[src/rtl/ttt_turn_ctrl_pkg.sv]
// Shared definitions for the tic-tac-toe turn controller and its helpers:
// square/marker codes, player ids, winner codes, FSM state encoding and a
// small player-to-marker helper.
package ttt_turn_ctrl_pkg;

  localparam int NUM_SQUARES = 9;

  localparam logic [1:0] BLANK     = 2'b00;
  localparam logic [1:0] MARKER_P1 = 2'b01;
  localparam logic [1:0] MARKER_P2 = 2'b10;

  localparam logic PLAYER_1 = 1'b0;
  localparam logic PLAYER_2 = 1'b1;

  localparam logic [1:0] WIN_NONE = 2'b00;
  localparam logic [1:0] WIN_P1   = 2'b01;
  localparam logic [1:0] WIN_P2   = 2'b10;
  localparam logic [1:0] WIN_DRAW = 2'b11;

  typedef enum logic [2:0] {
    ST_IDLE   = 3'd0,
    ST_CHECK  = 3'd1,
    ST_COMMIT = 3'd2,
    ST_EVAL   = 3'd3,
    ST_OVER   = 3'd4
  } state_e;

  function automatic logic [1:0] marker_of(input logic player);
    return (player == PLAYER_2) ? MARKER_P2 : MARKER_P1;
  endfunction

endpackage

[src/rtl/ttt_turn_ctrl_if.sv]
// Square-storage write command bus.
//   wr_en     : one-cycle write strobe
//   wr_square : square index 1..9 (held between strobes)
//   wr_marker : 2'd1 player 1, 2'd2 player 2 (held between strobes)
// master = turn controller, slave = square status storage / observer.
interface ttt_turn_ctrl_if;
  logic       wr_en;
  logic [3:0] wr_square;
  logic [1:0] wr_marker;

  modport master (output wr_en, wr_square, wr_marker);
  modport slave  (input  wr_en, wr_square, wr_marker);
endinterface

[src/rtl/ttt_win_check.sv]
// Combinational three-in-a-row detector.
//   board    : 18-bit board, bits [2k+1:2k] = square k+1
//   marker   : marker to look for (BLANK never hits)
//   line_hit : 1 when any row, column or diagonal is all `marker`
module ttt_win_check
  import ttt_turn_ctrl_pkg::*;
(
  input  logic [17:0] board,
  input  logic [1:0]  marker,
  output logic        line_hit
);

  logic [NUM_SQUARES-1:0] own;

  for (genvar k = 0; k < NUM_SQUARES; k++) begin : g_sq
    assign own[k] = (marker != BLANK) && (board[2*k +: 2] == marker);
  end

  // own[] index = square-1, laid out row-major 0 1 2 / 3 4 5 / 6 7 8
  assign line_hit = (&own[2:0]) | (&own[5:3]) | (&own[8:6])
                  | (own[0] & own[3] & own[6])
                  | (own[1] & own[4] & own[7])
                  | (own[2] & own[5] & own[8])
                  | (own[0] & own[4] & own[8])
                  | (own[2] & own[4] & own[6]);

endmodule

[src/rtl/ttt_turn_ctrl.sv]
// Tic-tac-toe turn controller. Turns a rotary-centre press plus the cursor
// square into a validated one-cycle write to square storage, keeps a shadow
// board, counts moves, alternates turns and detects win/draw.
//   clk, clr_n  : clock, asynchronous active-low clear
//   rot_ctr     : debounced button level; rising edge = press
//   square_num  : cursor square, 1..9 valid
//   new_game    : one-cycle restart pulse (beats everything else)
//   wr          : write command bus (master)
//   player_turn : 0 player 1 to move, 1 player 2
//   board       : shadow board, 2 bits per square
//   move_count  : legal moves this game, 0..9
//   illegal     : one-cycle reject pulse (invalid or occupied square)
//   game_over   : high once the game is decided
//   winner      : 00 none, 01 P1, 10 P2, 11 draw
// Press timeline: CHECK at press+1, wr_en at press+2, board/move_count
// updated from press+3, turn toggle / result visible from press+4.
module ttt_turn_ctrl
  import ttt_turn_ctrl_pkg::*;
#(
  parameter int   SQ_W         = 8,
  parameter logic FIRST_PLAYER = 1'b0
) (
  input  logic             clk,
  input  logic             clr_n,
  input  logic             rot_ctr,
  input  logic [SQ_W-1:0]  square_num,
  input  logic             new_game,
  ttt_turn_ctrl_if.master  wr,
  output logic             player_turn,
  output logic [17:0]      board,
  output logic [3:0]       move_count,
  output logic             illegal,
  output logic             game_over,
  output logic [1:0]       winner
);

  state_e state_q, state_d;

  logic            rot_ctr_q, armed, press;
  logic [SQ_W-1:0] sq_q;
  logic [3:0]      sq_idx;
  logic            sq_valid, legal;
  logic [1:0]      cur_entry;
  logic [17:0]     board_q;
  logic [3:0]      move_count_q;
  logic            player_q, game_over_q;
  logic [1:0]      winner_q, winner_d;
  logic [3:0]      wr_square_q;
  logic [1:0]      wr_marker_q;
  logic            line_hit;
  logic            ld_sq, ld_wr, commit, set_over, toggle;

  // `armed` stays low until the button has been seen released after clear,
  // so a button held through reset release cannot fake a press.
  assign press = rot_ctr & ~rot_ctr_q & armed;

  // Upper sq bits only matter for the validity test; indexing uses [3:0].
  assign sq_valid  = (sq_q != '0) && (sq_q <= SQ_W'(NUM_SQUARES));
  assign sq_idx    = sq_q[3:0] - 4'd1;
  assign cur_entry = 2'(board_q >> {sq_idx, 1'b0});
  assign legal     = sq_valid && (cur_entry == BLANK);

  // In EVAL the board already holds the mover's new marker and player_q has
  // not toggled yet, so the mover is player_q.
  ttt_win_check u_win_check (
    .board    (board_q),
    .marker   (marker_of(player_q)),
    .line_hit (line_hit)
  );

  always_ff @(posedge clk or negedge clr_n) begin
    if (!clr_n) state_q <= ST_IDLE;
    else        state_q <= state_d;
  end

  always_comb begin
    state_d  = state_q;
    ld_sq    = 1'b0;
    ld_wr    = 1'b0;
    commit   = 1'b0;
    set_over = 1'b0;
    toggle   = 1'b0;
    illegal  = 1'b0;
    winner_d = WIN_NONE;
    case (state_q)
      ST_IDLE: if (press) begin
        ld_sq   = 1'b1;
        state_d = ST_CHECK;
      end
      ST_CHECK: if (!legal) begin
        illegal = 1'b1;
        state_d = ST_IDLE;
      end else begin
        ld_wr   = 1'b1;
        state_d = ST_COMMIT;
      end
      ST_COMMIT: begin
        commit  = 1'b1;
        state_d = ST_EVAL;
      end
      ST_EVAL: if (line_hit) begin
        set_over = 1'b1;
        winner_d = (player_q == PLAYER_2) ? WIN_P2 : WIN_P1;
        state_d  = ST_OVER;
      end else if (move_count_q == 4'(NUM_SQUARES)) begin
        set_over = 1'b1;
        winner_d = WIN_DRAW;
        state_d  = ST_OVER;
      end else begin
        toggle  = 1'b1;
        state_d = ST_IDLE;
      end
      ST_OVER: state_d = ST_OVER;
      default: state_d = ST_IDLE;
    endcase
    // Restart wins over everything, including a pending commit.
    if (new_game) begin
      state_d  = ST_IDLE;
      ld_sq    = 1'b0;
      commit   = 1'b0;
      set_over = 1'b0;
      toggle   = 1'b0;
    end
  end

  always_ff @(posedge clk or negedge clr_n) begin
    if (!clr_n) begin
      rot_ctr_q    <= 1'b0;
      armed        <= 1'b0;
      sq_q         <= '0;
      wr_square_q  <= '0;
      wr_marker_q  <= BLANK;
      board_q      <= '0;
      move_count_q <= '0;
      player_q     <= FIRST_PLAYER;
      winner_q     <= WIN_NONE;
      game_over_q  <= 1'b0;
    end else begin
      rot_ctr_q <= rot_ctr;
      armed     <= armed | ~rot_ctr;
      if (ld_sq) sq_q <= square_num;
      // Command fields are loaded one cycle ahead so they are stable during
      // the strobe and then hold until the next legal move.
      if (ld_wr) begin
        wr_square_q <= sq_q[3:0];
        wr_marker_q <= marker_of(player_q);
      end
      if (new_game) begin
        board_q      <= '0;
        move_count_q <= '0;
        player_q     <= FIRST_PLAYER;
        winner_q     <= WIN_NONE;
        game_over_q  <= 1'b0;
      end else begin
        // Target is known blank, so OR-ing the marker in is a write.
        if (commit) begin
          board_q      <= board_q | (18'(wr_marker_q) << {sq_idx, 1'b0});
          move_count_q <= move_count_q + 4'd1;
        end
        if (set_over) begin
          winner_q    <= winner_d;
          game_over_q <= 1'b1;
        end
        if (toggle) player_q <= ~player_q;
      end
    end
  end

  assign wr.wr_en     = commit;
  assign wr.wr_square = wr_square_q;
  assign wr.wr_marker = wr_marker_q;
  assign player_turn  = player_q;
  assign board        = board_q;
  assign move_count   = move_count_q;
  assign game_over    = game_over_q;
  assign winner       = winner_q;

endmodule

[src/flat_wrapper.sv]
// flat-port wrapper written by rule: the top's interface ports become plain ports
module ttt_turn_ctrl_flat import ttt_turn_ctrl_pkg::*;
#(
  parameter int   SQ_W         = 8,
  parameter logic FIRST_PLAYER = 1'b0
)
  (clk, clr_n, rot_ctr, square_num, new_game, player_turn, board, move_count, illegal, game_over, winner, wr_wr_en, wr_wr_square, wr_wr_marker);
  ttt_turn_ctrl_if wr_i ();
  input  logic clk;
  input  logic clr_n;
  input  logic rot_ctr;
  input  logic [SQ_W-1:0] square_num;
  input  logic new_game;
  output logic player_turn;
  output logic [17:0] board;
  output logic [3:0] move_count;
  output logic illegal;
  output logic game_over;
  output logic [1:0] winner;
  output wire logic [$bits(wr_i.wr_en)-1:0] wr_wr_en;
  output wire logic [$bits(wr_i.wr_square)-1:0] wr_wr_square;
  output wire logic [$bits(wr_i.wr_marker)-1:0] wr_wr_marker;
  assign wr_wr_en = wr_i.wr_en;
  assign wr_wr_square = wr_i.wr_square;
  assign wr_wr_marker = wr_i.wr_marker;
  ttt_turn_ctrl #(.SQ_W(SQ_W), .FIRST_PLAYER(FIRST_PLAYER)) u_core (.clk(clk), .clr_n(clr_n), .rot_ctr(rot_ctr), .square_num(square_num), .new_game(new_game), .wr(wr_i), .player_turn(player_turn), .board(board), .move_count(move_count), .illegal(illegal), .game_over(game_over), .winner(winner));
endmodule
[config.mk]
export PLATFORM = sky130hd
export DESIGN_NAME = ttt_turn_ctrl_flat
export DESIGN_NICKNAME = d
export VERILOG_FILES = /design/src/rtl/ttt_turn_ctrl_pkg.sv /design/src/rtl/ttt_turn_ctrl_if.sv /design/src/rtl/ttt_win_check.sv /design/src/rtl/ttt_turn_ctrl.sv /design/src/flat_wrapper.sv
export SDC_FILE = /design/constraint.sdc
export NUM_CORES = 1
export LEC_CHECK = 0
export ABC_AREA = 0
export CORE_UTILIZATION = 35
export DETAILED_ROUTE_END_ITERATION = 12
export HOLD_SLACK_MARGIN = 0.12
export PLACE_DENSITY = 0.55
export RECOVER_POWER = 50
export SLEW_MARGIN = 20
export SYNTH_ARGS = -nofsm -noshare
export SYNTH_HDL_FRONTEND = slang
export SYNTH_HIERARCHICAL = 1
export SYNTH_SLANG_ARGS = --single-unit
[constraint.sdc]
create_clock -name clk -period 6 [get_ports clk]
set_input_delay 1.2 -clock clk [delete_from_list [all_inputs] [get_ports clk]]
set_output_delay 1.2 -clock clk [all_outputs]
set_load 0.02 [all_outputs]
==> results of run 1 <==
## routing by layer
metal,up-vias,wire (um),GRT usage
li1,1026,-,-
met1,1035,2990,0.253
met2,77,2730,0.273
met3,5,344,0.0349
met4,0,68,0.0492
met5,-,0,0
## kinds of logic after synthesis
family | after synthesis
compound gates | 59
xor+xnor | 11
fa+ha+maj | 4
buf+inv | 36
flops | 45
mux | 16
simple gates | 93
## per-stage QoR
step	instance area, um^2	hold slack, ns
after floorplan	2580	0.435
after global routing	3160	0.504
after detailed placement	3050	0.453
after global placement	3050	0.451
after CTS	3160	0.477
final	3160	0.473
## how the worst max path moves through the flow
stage	startpoint	to	slack (ns)	depth (start not counted)
6_report	new_game	wr_wr_en	1.41	4
5_1_grt	new_game	wr_wr_en	1.15	4
4_1_cts	u_core/sq_q[0]$_DFFE_PN0P_	illegal	1.75	8
3_5_place_dp	u_core/sq_q[0]$_DFFE_PN0P_	illegal	2.10	8
3_3_place_gp	new_game	wr_wr_en	2.21	4
2_1_floorplan	u_core/sq_q[0]$_DFFE_PN0P_	illegal	2.86	10
## placed cells by master, fill, tap and decap left out, drive strengths merged, types with 2 or more instances in the layout
master	n
o211ai	2
mux2	14
and3	17
nor4	3
nand2	14
a21oi	10
o21ai	7
nor2	18
o22ai	26
nor2b	2
ha	4
inv	23
a211o	5
clkdlybuf4s50	36
a21o	2
nand2b	4
or2	2
nand3	7
clkbuf	9
nor3	20
xor2	10
dlygate4sd3	8
dfrtp	45
## area by class of cell
cell class              instances  area [um^2]
clock buffers                   7         86.3
clock inverters                 1         30.0
fillers                       679         3790
inverters                      23         86.3
multi-input cells             183         1260
flip-flops and latches         45         1130
well taps                      96          120
repair buffers                 46          448
## power by group
part	switching, W	leakage, nW	internal [W]
Combinational	0.0000929	0.669	0.0000929
Sequential	0.0000366	0.601	0.000329
Clock	0.000100	0.0585	0.000136
Total	0.000230	1.33	0.000558
## registers in the layout, indices dropped and copies added, names as in the netlist, 2 cells and up
register and flops:
u_core/wr.wr_square 4, u_core/winner 2, u_core/sq_q 8, u_core/move_count 4, u_core/board 18, u_core/wr.wr_marker 2
u_core/state_q 3
==> flow_summary.yaml, run 1 <==
outcome:
  outcome: "finished, violations left"
  violations: "capacitance limit, slew limit"
hold_path:
  hold_path_class: "register to register"
  hp-start: "u_core/armed$_DFF_PN0_"
  hold_path_end: "u_core/armed$_DFF_PN0_"
  min_path_cells: 1
timing:
  clock_skew_ns: 0.00651
  fin_crit_sh: 0.765
  tightest_slew_ns: 2.37
  drv_slew: 46
  finalHoldViolCount: 0
  min_period_ns: 4.59
  setup-tns-final_ns: 0
  setup_slack_ns: 1.41
  setup_viol: 0
  rsz0062_at_grt: "no"
  slew_headroom: -0.582
  fmax_mhz: 218
routing:
  route.detailed.drc: 0
  first_pass_iters: 4
  drtAntennaViolNets: 0
  routed_wirelength_um: 6140
  avgRoutedWirePerCell_um: 15.3
  routed-via-count: 2143
  dr.first_iter.drc_count: 151
  avgViaCountPerCell: 5.34
yosys:
  ys_seq_area_frac: 0.437
  synth_top_family_by_area: "simple AND/OR/NAND/NOR gates"
  synth_top_area_frac: 0.437
  synthXorXnorAreaFrac: 0.0374
  yosys.area_share.adder: 0.0194
  syn_area_um2: 2580
  yosys-top-cells-count: "dfrtp_1 (45), o22ai_1 (26), inv_1 (23)"
  synthMuxAreaShare: 0.0840
  synthTopCellsByArea: "dfrtp_1 (44%), o22ai_1 (6.3%), and3_1 (3.6%)"
  yosys.area.top_type: "dfrtp_1"
  synth_ff_type: "dfrtp_1"
  synth_nets: 280
  synthSimpleGateAreaFrac: 0.199
  postSynthAreaPerCell_um2: 9.76
  synthCells: 264
  synth_edf_count: 0
  synth_compound_area_frac: 0.150
  async_reset_ff_frac: 1.00
  synth-seq-cells: 45
  synth_warnings: 6
  yosysMostFrequentCell: "dfrtp_1"
  synth.distinct_cells: 48
clock_tree:
  cts_sinks: 45
  h-tree-depth: 2
  post_cts_buffers: 0
  cts_resized: 0
  cts.clk_slew.worst_paths_ns: 0.08
  clockBufferDepth: 2
  clkLatencyLatePin_ns: 0.30
  cts_root_buf: "clkbuf_8"
  numCtsBuffers: 5
  cts_tree: "yes"
  ctsHoldBuffers: 0
cells_and_area:
  antennaDiodeCount: 0
  fin_util: 0.455
  synthToLayoutAreaGrowth_pct: 22.6
  drive_gt1_frac: 0.111
  fin_nets: 320
  finalNonFillerCells: 401
global_route:
  grt_usage: 0.177
  grt_max_degree: 46
  antenna_found_initial: 0
  grt_pass1_wl_um: 10400
  grt_pass1_vias: 1928
  overflow: 0
place:
  portBuffers: 45
  dp_hpwl_um: 4290
  place_inst: 393
  place_ws_ns: 2.10
  gp_congestion: 0.838
pwr:
  ir_drop_mv: 0.156
  cellPowerDensity_nw_per_um2: 249
  power_w: 0.000788
  leakage_nw: 1.33
worst_setup_path:
  path_delay_family: "buffers and inverters"
  worstPathArrival_ns: 3.39
  rr_worst_depth: 9
  r2r_slack_ns: 2.56
  required_ns: 4.80
  r2r_end: "u_core/winner[1]$_DFFE_PN0P_"
  critPathMaxFanout: 31
  cp_num_buf_inv: 3
  cp-start-kind: "input port"
  crit_chain: "dlygate4sd3_1 -> clkbuf_1 -> nor2_1 -> clkdlybuf4s50_1"
  crit_type: "input port to output pin"
  cp-end-kind: "output pin"
  reg2reg_from: "u_core/player_turn$_DFFE_PN0P_"
  cp_slowest_cell: "clkbuf_1"
  slowest_delay_ns: 0.96
floorplanning:
  core_um2: 6940
  start_util: 0.371
  die_h_um: 87.8
  die_area_um2: 7710
  row_count: 30
  ioPinCount: 46
  die_x_um: 87.8
flow_run:
  max_cap_violations: 1
No activity file was read; power rests on OpenSTA's default activity.
==> run 2, diff against run 1 <==
==> constraint.sdc (replaced) <==
create_clock -name clk -period 4.63 [get_ports clk]
set_input_delay 0.926 -clock clk [delete_from_list [all_inputs] [get_ports clk]]
set_output_delay 0.926 -clock clk [all_outputs]
set_load 0.02 [all_outputs]
==> flow_summary.yaml, run 2 (synthesized netlist as in run 1, its figures left out) <==
outcome:
  outcome: "finished, violations left"
  violations: "capacitance limit, slew limit"
place:
  post_dp_cell_area_um2: 3050
  portBuffers: 45
  gp_congestion: 0.796
  place_ws_ns: 0.992
  dp_hpwl_um: 4360
worst_setup_path:
  worstPathArrival_ns: 3.16
  critPathMaxFanout: 31
  reg2reg_from: "u_core/player_turn$_DFFE_PN0P_"
  crit_type: "input port to output pin"
  cp-endpoint: "wr_wr_en"
  required_ns: 3.70
  r2r_end: "u_core/winner[0]$_DFFE_PN0P_"
  cp-start-kind: "input port"
  cp-startpoint: "new_game"
  cp-end-kind: "output pin"
  rr_worst_depth: 9
  r2r_slack_ns: 1.21
clock_tree:
  cts.clk_slew.worst_paths_ns: 0.08
  cts_root_buf: "clkbuf_8"
  numCtsBuffers: 5
  h-tree-depth: 2
  ctsHoldBuffers: 0
  cts_sinks: 45
  cts_tree: "yes"
  post_cts_buffers: 0
  cts_resized: 0
  clkLatencyLatePin_ns: 0.29
  clockBufferDepth: 2
timing:
  setup_slack_ns: 0.546
  fmax_mhz: 245
  min_period_ns: 4.08
  slew_headroom: -0.597
  tightest_slew_ns: 2.40
  fin_crit_sh: 0.882
  finalHoldViolCount: 0
  rsz0062_at_grt: "no"
  setup-tns-final_ns: 0
  drv_slew: 46
  setup_viol: 0
  clock_skew_ns: 0.00437
routing:
  first_pass_iters: 4
  route.detailed.drc: 0
  dr.first_iter.drc_count: 143
  routed_wirelength_um: 6190
  avgViaCountPerCell: 5.27
  drtAntennaViolNets: 0
  routed-via-count: 2115
  avgRoutedWirePerCell_um: 15.4
cells_and_area:
  antennaDiodeCount: 0
  final_area_um2: 3140
  final_common_cell: "dfrtp_1"
  synthToLayoutAreaGrowth_pct: 22.0
  fillCellCount: 694
  multiInputGateArea_um2: 1260
  largest_reg_flops: 18
  layout_common_cells: "dfrtp_1 (45), clkdlybuf4s50_1 (32), o22ai_1 (26)"
  fin_nets: 320
  drive_gt1_frac: 0.115
  register_area_um2: 1130
floorplanning:
  die_area_um2: 7710
  row_count: 30
  die_x_um: 87.8
  ioPinCount: 46
  core_um2: 6940
  die_h_um: 87.8
  start_util: 0.371
global_route:
  grt_pass1_wl_um: 10200
  grt_pass1_vias: 1953
  grt_max_degree: 46
  antenna_found_initial: 0
  grt_usage: 0.173
  overflow: 0
pwr:
  leakage_nw: 1.34
  power_w: 0.000979
  ir_drop_mv: 0.143
  cellPowerDensity_nw_per_um2: 312
hold_path:
  hold_path_class: "register to register"
flow_run:
  max_cap_violations: 1
[run 2: changes by cell type in the layout (fill, tap and decap cells not counted)]
cell | previous run | this run
clkbuf_8 | 6 | 7
bufinv_16 | 1 | 0
clkdlybuf4s50_1 | 36 | 32
clkinv_2 | 0 | 1
dlygate4sd3_1 | 8 | 12
clkbuf_1 | 3 | 2
[run 2: critical path: stages]
cell,delay [ns]
dlygate4sd3_1,0.52
clkbuf_1,1.00
nor2_1,0.12
clkdlybuf4s50_1,0.59
[run 2: layer usage]
layer | wire [um] | vias up | global-route usage
li1 | - | 1030 | -
met1 | 3040 | 1010 | 0.241
met2 | 2750 | 66 | 0.272
met3 | 311 | 9 | 0.0339
met4 | 88 | 0 | 0.0551
met5 | 0 | - | 0
[run 2: worst min path at each step]
stage | depth (start not counted) | endpoint | start
global placement | 1 | u_core/armed$_DFF_PN0_ | u_core/armed$_DFF_PN0_
detailed placement | 1 | u_core/armed$_DFF_PN0_ | u_core/armed$_DFF_PN0_
global route | 1 | u_core/armed$_DFF_PN0_ | u_core/armed$_DFF_PN0_
finish | 1 | u_core/armed$_DFF_PN0_ | u_core/armed$_DFF_PN0_
floorplan | 1 | u_core/armed$_DFF_PN0_ | u_core/armed$_DFF_PN0_
CTS | 1 | u_core/armed$_DFF_PN0_ | u_core/armed$_DFF_PN0_
[run 2: layout make-up]
cell class	instances	share of cell area
multi-input cells	183	0.401
flip-flops and latches	45	0.358
repair buffers	46	0.143
well taps	96	0.0382
clock buffers	7	0.0307
inverters	23	0.0275
clock inverters	1	0.00159
[run 2: report_power, final]
part	switching, W	internal (W)	total (W)
combinational	0.000122	0.000119	0.000242
clock	0.000129	0.000135	0.000264
sequential	0.0000472	0.000427	0.000474
[run 2: metrics by stage]
| stage | utilization | std cells | hold WS (ns) |
|---|---|---|---|
| after floorplan | - | 264 | 0.435 |
| after global routing | 0.453 | 401 | 0.498 |
| final | 0.453 | 401 | 0.479 |
| after detailed placement | 0.439 | 393 | 0.460 |
| after global placement | 0.439 | 393 | 0.450 |
| after CTS | 0.453 | 401 | 0.480 |
